<file path="src/rtl/key_pkg.sv">
// key_pkg: shared FSM state encoding and default hold timings for key_event.
package key_pkg;
    typedef logic [1:0] key_state_t;
    localparam key_state_t ST_IDLE = 2'd0;
    localparam key_state_t ST_HOLD = 2'd1;
    localparam key_state_t ST_LONG = 2'd2;
    localparam int KEY_LONG_CYCLES_DEF = 50_000_000;
    localparam int KEY_REPEAT_CYCLES_DEF = 10_000_000;
endpackage

</file>
<file path="src/rtl/key_event.sv">
// key_event: turns a debounced key level into press/release/long/repeat pulses.
// Define KEY_AUTOREPEAT_EN to enable periodic repeat_pulse while held after a long press.
module key_event
    import key_pkg::*;
#(
    parameter int LONG_CYCLES = KEY_LONG_CYCLES_DEF,
    parameter int REPEAT_CYCLES = KEY_REPEAT_CYCLES_DEF,
    parameter int CNT_W = 26
) (
    input  logic clk,
    input  logic rst_n,
    input  logic key_stable,
    output logic press_pulse,
    output logic release_pulse,
    output logic long_pulse,
    output logic repeat_pulse,
    output logic held
);
    if (LONG_CYCLES < 2 || REPEAT_CYCLES < 2 || (LONG_CYCLES >> CNT_W) != 0 || (REPEAT_CYCLES >> CNT_W) != 0) begin : g_bad_cfg
        $error("key_event: invalid LONG_CYCLES/REPEAT_CYCLES/CNT_W");
    end
    localparam logic [CNT_W-1:0] LONG_LAST = CNT_W'(LONG_CYCLES - 1);
    logic key_prev;
    logic [CNT_W-1:0] cnt;
    key_state_t state;
    logic idle, rise, fall, long_hit, rep_hit, cnt_run;
    assign idle = state == ST_IDLE;
    assign rise = key_stable & ~key_prev;
    assign fall = ~key_stable & key_prev;
    assign long_hit = (state == ST_HOLD) && (cnt == LONG_LAST);
`ifdef KEY_AUTOREPEAT_EN
    localparam logic [CNT_W-1:0] REP_LAST = CNT_W'(REPEAT_CYCLES - 1);
    assign rep_hit = (state == ST_LONG) && (cnt == REP_LAST);
    assign cnt_run = !idle;
`else
    assign rep_hit = 1'b0;
    assign cnt_run = state == ST_HOLD;
`endif
    // A release edge suppresses any terminal-count pulse in the same cycle.
    always_ff @(posedge clk or negedge rst_n) begin
        if (!rst_n) begin
            key_prev      <= 1'b0;
            cnt           <= '0;
            state         <= ST_IDLE;
            press_pulse   <= 1'b0;
            release_pulse <= 1'b0;
            long_pulse    <= 1'b0;
            repeat_pulse  <= 1'b0;
            held          <= 1'b0;
        end else begin
            key_prev      <= key_stable;
            press_pulse   <= idle && rise;
            release_pulse <= !idle && fall;
            long_pulse    <= long_hit && !fall;
            repeat_pulse  <= rep_hit && !fall;
            held          <= idle ? rise : !fall;
            state         <= idle ? (rise ? ST_HOLD : ST_IDLE) : fall ? ST_IDLE : long_hit ? ST_LONG : state;
            cnt           <= (idle || fall || long_hit || rep_hit) ? '0 : cnt_run ? cnt + 1'b1 : cnt;
        end
    end
endmodule

</file>
<file path="config.mk">
export PLATFORM = sky130hd
export DESIGN_NAME = key_event
export DESIGN_NICKNAME = d
export VERILOG_FILES = /design/src/rtl/key_pkg.sv /design/src/rtl/key_event.sv
export SDC_FILE = /design/constraint.sdc
export NUM_CORES = 1
export LEC_CHECK = 0
export BUFFER_PORTS_ARGS = -buffer_cell sky130_fd_sc_hd__buf_4
export CAP_MARGIN = 20
export CORE_MARGIN = 4
export CORE_UTILIZATION = 57
export CTS_CLUSTER_SIZE = 20
export DETAILED_ROUTE_END_ITERATION = 6
export PLACE_DENSITY = 0.75
export SLEW_MARGIN = 20
export SYNTH_ARGS = -nofsm -noshare
export SYNTH_HDL_FRONTEND = slang
export SYNTH_SLANG_ARGS = --single-unit
</file>
<file path="constraint.sdc">
create_clock -name clk -period 5.35 [get_ports clk]
set_input_delay 0.8025 -clock clk [delete_from_list [all_inputs] [get_ports clk]]
set_output_delay 0.8025 -clock clk [all_outputs]
set_load 0.01 [all_outputs]
</file>
==> qor.txt, run 1 <==
RSZ-0062 raised after global routing: no
share of cells above drive strength 1: 12.36%
Net Count, Synth: 181
kind of critical path: reg2reg
gr usage total: 19.25%
half-perimeter wire length after placement: 2.376 mm
Syn Inst Count: 177
FILL cells: 233
largest net degree at the start of global routing: 34
Hold Vio Cnt, Final: 0
Max-slew headroom: 52.11%
final RePlAce weighted congestion: 0.8338
Synth Warn #: 0
Reg area: 825.8 um2
vias in the first global route: 1,375
commonest non-fill, non-tap cells in the layout: 33 x dfrtp_1, 12 x nand2_1, 11 x a211oi_1
Setup Buffers After CTS: 0
Area Overhead vs Synth: 3.923%
R2R Path End: cnt[24]$_DFFE_PN0P_
FF-to-FF path depth: 5
Die Footprint: 0.004029 mm2
RR Startpoint: cnt[0]$_DFFE_PN0P_
PortBufs: 6
Sink Count: 33
Die Y: 63.48 um
Distinct cells, synth: 44
CTS Buf Count: 5
PD cells: 236.0 mW/mm2
total number of vias: 1,397
Pins Over Slew Limit: 0
final setup fails: 0
row cnt: 19
# resized after CTS: 0
Worst Max-Slew Pin Slew: 0.7156 ns
Multi-input gate area: 847.1 um2
Ant. Diodes: 0
Routed WL: 3.443 mm
Fin Setup TNS: 0 ns
M2 GR Usage: 29.73%
average cell area after synthesis: 9.911 um2
first-pass GRT wire length: 6.147 mm
number of synthesized flops with an enable pin: 0
Worst-path clk slew: 0.09 ns
CORE AREA: 0.002853 mm2
Highest Clock Rate: 446.5 MHz
crit path time final: 2.239 ns
WP data arrival: 2.48 ns
GR Overflow Total: 0
Final Skew: 0.004281 ns
met3 Use GR: 4.973%
ys async rst share: 100.0%
Reg2Reg Setup Slack: 3.11 ns
worst-path maximum fanout: 11
Mapped Area: 0.001754 mm2
Yosys reg bits: 33
Final nets: 181
Post-synth top flop: dfrtp_1
met1 Use GR: 24.63%
CTS tree: built
GR peak layer: met2
initial antenna violation count: 0
most common cell after layout, fill and taps aside: dfrtp_1
area of placed instances: 0.001764 mm2
worst hold path class: in2async
H-Tree Depth: 2
Worst-Skew Late Latency: 0.33 ns
Vias/cell: 6.684
VDD IR max: 213.0 uV
I/O pin cnt: 8
die width: 63.48 um
Initial DRC Count: 84
crit share post-route: 41.86%
design area: 0.001823 mm2
cts hold-fix bufs: 0
Initial Util: 61.49%
Setup crit end kind: register
drt pass-1 iters: 4
CTS Buffer Depth: 2
DRC viols: 0
Root Driver: clkbuf_4
outcome: finished, final reports clean
Setup crit start kind: register
register area share after synthesis: 47.08%
WL/cell: 16.47 um
antenna-violating nets left: 0
max_cap viols: 0
Critical Path RT: 5.59 ns
LEAKAGE: 0.0006943 uW
[synth_stat cells (all sizes together), types with 2 or more instances]
| library cell | n | area share [%] |
|---|---|---|
| a211oi | 11 | 4.7 |
| a21oi | 2 | 0.57 |
| and2 | 2 | 0.71 |
| and4 | 3 | 1.6 |
| and4b | 3 | 1.7 |
| buf | 8 | 3.1 |
| clkbuf | 6 | 1.9 |
| dfrtp | 33 | 47 |
| inv | 2 | 0.43 |
| nand2 | 12 | 2.6 |
| nand3 | 10 | 2.9 |
| nand4 | 9 | 3.6 |
| nor2 | 8 | 1.7 |
| nor3 | 10 | 2.9 |
| o21ai | 9 | 2.8 |
| o31ai | 7 | 3.0 |
| or3 | 5 | 1.8 |
| or4 | 10 | 4.3 |
| xnor2 | 2 | 1.0 |
| xor2 | 8 | 4.0 |
[power by group]
part | leakage, uW | switching [uW] | internal (uW) | total, uW
sequential | 0.000453 | 8.45 | 255 | 264
combinational | 0.000209 | 23.6 | 13.2 | 36.8
clock | 0.0000320 | 79.7 | 50.0 | 130
total | 0.000694 | 112 | 318 | 430
[area by class of cell]
type                    instances  area share (%)
well taps                      31           2.128
repair buffers                  7           2.883
multi-input cells             128           46.47
inverters                       2          0.4118
flip-flops and latches         33           45.30
clock inverters                 2          0.5491
clock buffers                   6           2.265
[worst max-delay path by stage]
stage | from | to | slack [ns] | depth (start not counted)
2_1_floorplan | state[1]$_DFFE_PN0P_ | cnt[19]$_DFFE_PN0P_ | 3.55 | 7
3_5_place_dp | cnt[0]$_DFFE_PN0P_ | cnt[24]$_DFFE_PN0P_ | 3.11 | 5
5_1_grt | cnt[0]$_DFFE_PN0P_ | cnt[24]$_DFFE_PN0P_ | 2.99 | 5
3_3_place_gp | cnt[0]$_DFFE_PN0P_ | cnt[24]$_DFFE_PN0P_ | 3.19 | 5
4_1_cts | cnt[0]$_DFFE_PN0P_ | cnt[24]$_DFFE_PN0P_ | 3.11 | 5
6_report | cnt[0]$_DFFE_PN0P_ | cnt[24]$_DFFE_PN0P_ | 3.11 | 5
[layer usage]
metal | wire (um) | vias up
met5 | 0 | -
met4 | 47 | 0
met3 | 218 | 9
met2 | 1663 | 48
met1 | 1513 | 673
li1 | - | 667
[state kept, by name, indices dropped and copies added, names as in the netlist]
register / count
long_pulse: 1
state: 2
press_pulse: 1
release_pulse: 1
held: 1
cnt: 26
key_prev: 1
[metrics by stage]
step	power (uW)	hold WS, ns	setup WS [ns]	util [%]	cells
after floorplan	294.7	0.4970	3.554	-	177
after global placement	303.1	0.5255	3.185	61.84	201
after detailed placement	304.3	0.5409	3.107	61.84	201
after CTS	433.3	0.4055	3.109	63.64	209
after global routing	457.7	0.4016	2.994	63.90	209
final	430.2	0.3980	3.111	63.90	209
[cells by family after synthesis]
group                    count (synthesis)  synth area share [%]
multiplexers                             1                0.5706
other                                    1                0.2138
buffers and inverters                   16                 5.420
adder cells (fa/ha/maj)                  1                0.7132
flip-flops                              33                 47.08
AO/OA/AOI/OAI                           34                 13.41
XOR/XNOR                                10                 4.993
AND/OR/NAND/NOR                         81                 27.60
[critical path, stage by stage, from the launching register on]
cell	delay [ns]
dfrtp_1	0.49
ha_1	0.23
and4b_1	0.32
nand4_1	0.36
or4_1	0.52
a211oi_1	0.23
Note: power is estimated with default switching activity, not from simulation.
==> inputs of run 2 (changes only) <==
- clock period: 5.35 -> 2.1 ns (I/O delays scaled with it)
==> qor.txt, run 2 (synthesis results as in run 1) <==
outcome: finished, final reports clean
Fin Setup TNS: 0 ns
GR Overflow Total: 0
Highest Clock Rate: 497.0 MHz
vias in the first global route: 1,323
Hold Vio Cnt, Final: 0
FF-to-FF path depth: 4
Buf/Inv on CP: 0
crit share post-route: 95.81%
final RePlAce weighted congestion: 0.8688
CTS tree: built
Hold Path End: key_prev$_DFF_PN0_
Reg2Reg Setup Slack: 0.09 ns
Pins Over Slew Limit: 0
crit-path max cell delay: 0.60 ns
Initial Util: 61.49%
worst hold path class: in2reg
share of cells above drive strength 1: 16.76%
Top Registers: cnt x26, state x2
LEAKAGE: 0.0007410 uW
Vias/cell: 6.546
worst-path maximum fanout: 6
Area Overhead vs Synth: 9.273%
I/O pin cnt: 8
commonest non-fill, non-tap cells in the layout: 32 x dfrtp_1, 12 x buf_4, 11 x nand2_1, 11 x a211oi_1
VDD IR max: 596.0 uV
Worst-path clk slew: 0.10 ns
crit-path cells: nand4_2, or4_1, or4_1, a211oi_1
hold wc startpoint: key_stable
H-Tree Depth: 2
Routed WL: 3.444 mm
Die Y: 63.48 um
half-perimeter wire length after placement: 2.350 mm
Worst-Skew Late Latency: 0.34 ns
Setup crit start kind: register
Initial DRC Count: 147
Sink Count: 33
initial antenna violation count: 0
PD cells: 663.9 mW/mm2
Root Driver: clkbuf_4
total power draw: 1273 uW
total number of vias: 1,414
PortBufs: 6
CTS Buffer Depth: 2
final setup fails: 0
row cnt: 19
max_cap viols: 0
CORE AREA: 0.002853 mm2
Ant. Diodes: 0
RR Startpoint: cnt[4]$_DFFE_PN0P_
RSZ-0062 raised after global routing: no
Setup crit end kind: register
FILL cells: 220
WL/cell: 15.94 um
Worst Max-Slew Pin Slew: 0.7572 ns
first-pass GRT wire length: 6.223 mm
CP max stage cell: or4_1
drt pass-1 iters: 4
most common cell after layout, fill and taps aside: dfrtp_1
origin of the worst setup path: cnt[4]$_DFFE_PN0P_
largest register by flop count: cnt
Worst Hold Depth: 1
largest net degree at the start of global routing: 34
R2R Path End: cnt[25]$_DFFE_PN0P_
gr usage total: 19.78%
crit path time final: 2.012 ns
Die Footprint: 0.004029 mm2
WP data arrival: 2.27 ns
die width: 63.48 um
Worst path top cell family by delay: simple AND/OR/NAND/NOR gates
DRC viols: 0
Final nets: 188
Critical Path RT: 2.36 ns
Final Skew: 0.01234 ns
CTS Buf Count: 5
Crit path top cell by count: or4_1
kind of critical path: reg2reg
antenna-violating nets left: 0
Max-slew headroom: 49.51%
max reg flops: 26
[run 2: final cells by class]
type,instances,area [um2],area share [%]
multi-input cells,128,847.1,44.19
flip-flops and latches,33,827.0,43.15
repair buffers,14,111.4,5.809
clock buffers,7,55.05,2.872
well taps,31,38.79,2.023
clock inverters,1,30.03,1.567
inverters,2,7.507,0.3916
[run 2: report_power, final]
part	leakage [uW]	switching, uW	internal [uW]	total (uW)
Combinational	0.000244	70.0	41.4	111
Clock	0.0000455	213	284	498
Sequential	0.000452	13.2	650	664
[run 2: worst register-to-register path, cell delays in order (launching register included)]
cell	delay [ns]
dfrtp_1	0.44
nand4_2	0.23
or4_1	0.60
or4_1	0.40
a211oi_1	0.25
[run 2: through the flow]
| stage | util [%] | std cells | hold WS, ns | area [um2] | setup slack (ns) |
|---|---|---|---|---|---|
| final | 67.19 | 216 | 0.08839 | 1917 | 0.08808 |
| after CTS | 66.49 | 215 | 0.08490 | 1897 | 0.06433 |
| after global placement | 63.16 | 206 | 0.2710 | 1802 | 0.1413 |
| after detailed placement | 63.16 | 206 | 0.2746 | 1802 | 0.1142 |
| after global routing | 67.19 | 216 | 0.07911 | 1917 | 0.0007732 |
| after floorplan | - | 177 | 0.01941 | 1754 | 0.3039 |
[run 2: worst max path at each step]
stage                               end  slack (ns)  cells after the start
floorplan           cnt[19]$_DFFE_PN0P_        0.30                      7
global placement    cnt[25]$_DFFE_PN0P_        0.14                      4
detailed placement  cnt[21]$_DFFE_PN0P_        0.11                      4
CTS                 cnt[21]$_DFFE_PN0P_        0.06                      4
global route        cnt[25]$_DFFE_PN0P_      0.0008                      4
finish              cnt[25]$_DFFE_PN0P_        0.09                      4
[run 2: per-layer routing]
metal	vias up	global-route usage, %	part of all wire, %
met5	-	0	0
met4	0	10.24	0.99
met3	5	4.618	7.0
met2	47	28.68	48
li1	679	-	-
met1	683	27.40	44
[run 2: repair_timing]
item / CTS / global route
hold endpoints to repair: 33 / 0
setup endpoints to repair: 0 / 9
buffers inserted: 0 / 1
resized for setup: 0 / 4
hold buffers: 1 / 0
==> inputs of run 3 (changes only) <==
- CORE_MARGIN: 4 -> 1.5
==> qor.txt, run 3 (synthesis results as in run 1) <==
Ant. Diodes: 0
internal power: 975.9 uW
Initial Util: 62.01%
crit-path cells: nand4_2, or4_1, or4_1, a211oi_1
FF-to-FF path depth: 4
LEAKAGE: 0.0007418 uW
largest net degree at the start of global routing: 34
Worst-path clk slew: 0.11 ns
drt pass-1 iters: 4
Final nets: 189
CORE AREA: 0.002829 mm2
first-pass GRT wire length: 6.272 mm
total number of vias: 1,422
Met2 Routed Length: 1.732 mm
Setup crit end kind: register
final RePlAce weighted congestion: 0.8296
gr usage total: 24.77%
VDD IR max: 399.2 uV
max_cap viols: 0
total net switching power: 308.3 uW
worst hold path class: in2reg
Critical Path Stages: 4
initial antenna violation count: 0
Highest Clock Rate: 502.8 MHz
Critical Path RT: 2.36 ns
crit path time final: 1.989 ns
max reg flops: 26
largest register by flop count: cnt
Routed WL: 3.642 mm
Worst-Skew Late Latency: 0.35 ns
I/O pin cnt: 8
crit share post-route: 94.70%
FILL cells: 231
CTS Buffer Depth: 2
Hold Path End: key_prev$_DFF_PN0_
H-Tree Depth: 2
row cnt: 19
clock power share: 39.5%
R2R Path End: cnt[25]$_DFFE_PN0P_
Reg2Reg Setup Slack: 0.11 ns
Fin Setup TNS: 0 ns
Buf/Inv on CP: 0
WL/cell: 16.78 um
Crit path top cell by count: or4_1
DRC viols: 0
area of placed instances: 0.001802 mm2
Pins Over Slew Limit: 0
uppermost routed layer: met4
antenna-violating nets left: 0
Comb pwr share: 8.8%
Vias/cell: 6.553
RR Startpoint: cnt[4]$_DFFE_PN0P_
kind of critical path: reg2reg
crit-path max cell delay: 0.60 ns
CTS Buf Count: 5
Worst Max-Slew Pin Slew: 0.8068 ns
die width: 58.48 um
WP data arrival: 2.25 ns
RSZ-0062 raised after global routing: no
worst-path maximum fanout: 6
met3 wire len: 178 um
final setup fails: 0
Sink Count: 33
half-perimeter wire length after placement: 2.467 mm
sequential share of power: 51.7%
Area Overhead vs Synth: 9.415%
PD cells: 669.1 mW/mm2
design area: 0.001919 mm2
Max-slew headroom: 46.20%
Die Y: 58.48 um
CTS tree: built
CP max stage cell: or4_1
switching part of the total: 24.01%
Root Driver: clkbuf_4
Final Skew: 0.01020 ns
Hold Vio Cnt, Final: 0
share of cells above drive strength 1: 17.20%
Top Registers: cnt x26, state x2
Initial DRC Count: 87
Worst Hold Depth: 1
vias in the first global route: 1,365
GR Overflow Total: 0
most common cell after layout, fill and taps aside: dfrtp_1
commonest non-fill, non-tap cells in the layout: 31 x dfrtp_1, 14 x buf_4, 12 x nand2_1
Die Footprint: 0.003419 mm2
Setup crit start kind: register
hold wc startpoint: key_stable
Metal-1 WL: 1.647 mm
PortBufs: 6
Worst path top cell family by delay: simple AND/OR/NAND/NOR gates
outcome: finished, final reports clean
## run 3: cell types whose count changed in the layout (fill, tap and decap cells not counted)
cell / delta
nand2_1: +1
dfrtp_1: -1
buf_6: -1
nand2_2: -1
buf_4: +2
dfrtp_2: +1
## run 3: worst reg2reg max path: stages (launching register included)
cell and delay, ns:
dfrtp_1 0.44, nand4_2 0.21, or4_1 0.60, or4_1 0.42, a211oi_1 0.24
## run 3: layout make-up
type	instances	area (um2)	share of cell area, %
clock buffer	7	55.05	2.868
clock inverter	1	30.03	1.565
inverter	2	7.507	0.3911
multi-input combinational	128	844.6	44.00
sequential	33	828.3	43.16
tap	31	38.79	2.021
timing repair buffer	15	115.1	5.997
## run 3: how the worst max path moves through the flow
stage / start / end / slack [ns]
after floorplan: state[1]$_DFFE_PN0P_ / cnt[19]$_DFFE_PN0P_ / 0.30
after global placement: cnt[1]$_DFFE_PN0P_ / cnt[24]$_DFFE_PN0P_ / 0.18
after global routing: cnt[18]$_DFFE_PN0P_ / cnt[0]$_DFFE_PN0P_ / 0.004
after CTS: cnt[4]$_DFFE_PN0P_ / cnt[25]$_DFFE_PN0P_ / 0.11
final: cnt[4]$_DFFE_PN0P_ / cnt[25]$_DFFE_PN0P_ / 0.11
after detailed placement: cnt[3]$_DFFE_PN0P_ / cnt[25]$_DFFE_PN0P_ / 0.13
## run 3: power groups by stage
stage	Combinational (uW)	Sequential [uW]	Clock [uW]
2_1_floorplan	78.8	672	0
3_5_place_dp	111	676	0
6_report	114	664	507
3_3_place_gp	108	674	0
4_1_cts	113	664	518
5_1_grt	128	667	539
## run 3: what timing repair did
action,CTS,global route
gates resized for setup,0,3
setup endpoints to repair,0,6
hold buffers,1,0
hold endpoints to repair,33,0
buffers inserted,0,2
## run 3: layer usage
metal	up-vias	track usage, %
li1	683	-
met1	686	33.04
met2	41	37.56
met3	12	5.055
met4	0	14.29
met5	-	0
## run 3: stage by stage
step	std cells	utilization, %	total power, uW	worst slack (ns)	hold WS [ns]
after detailed placement	206	63.69	787.1	0.1331	0.2743
final	217	67.85	1284	0.1113	0.09223
after CTS	215	67.05	1295	0.1125	0.07332
after floorplan	177	-	750.8	0.3039	0.01941
after global placement	206	63.69	782.0	0.1821	0.2719
after global routing	217	67.85	1333	0.004347	0.08117
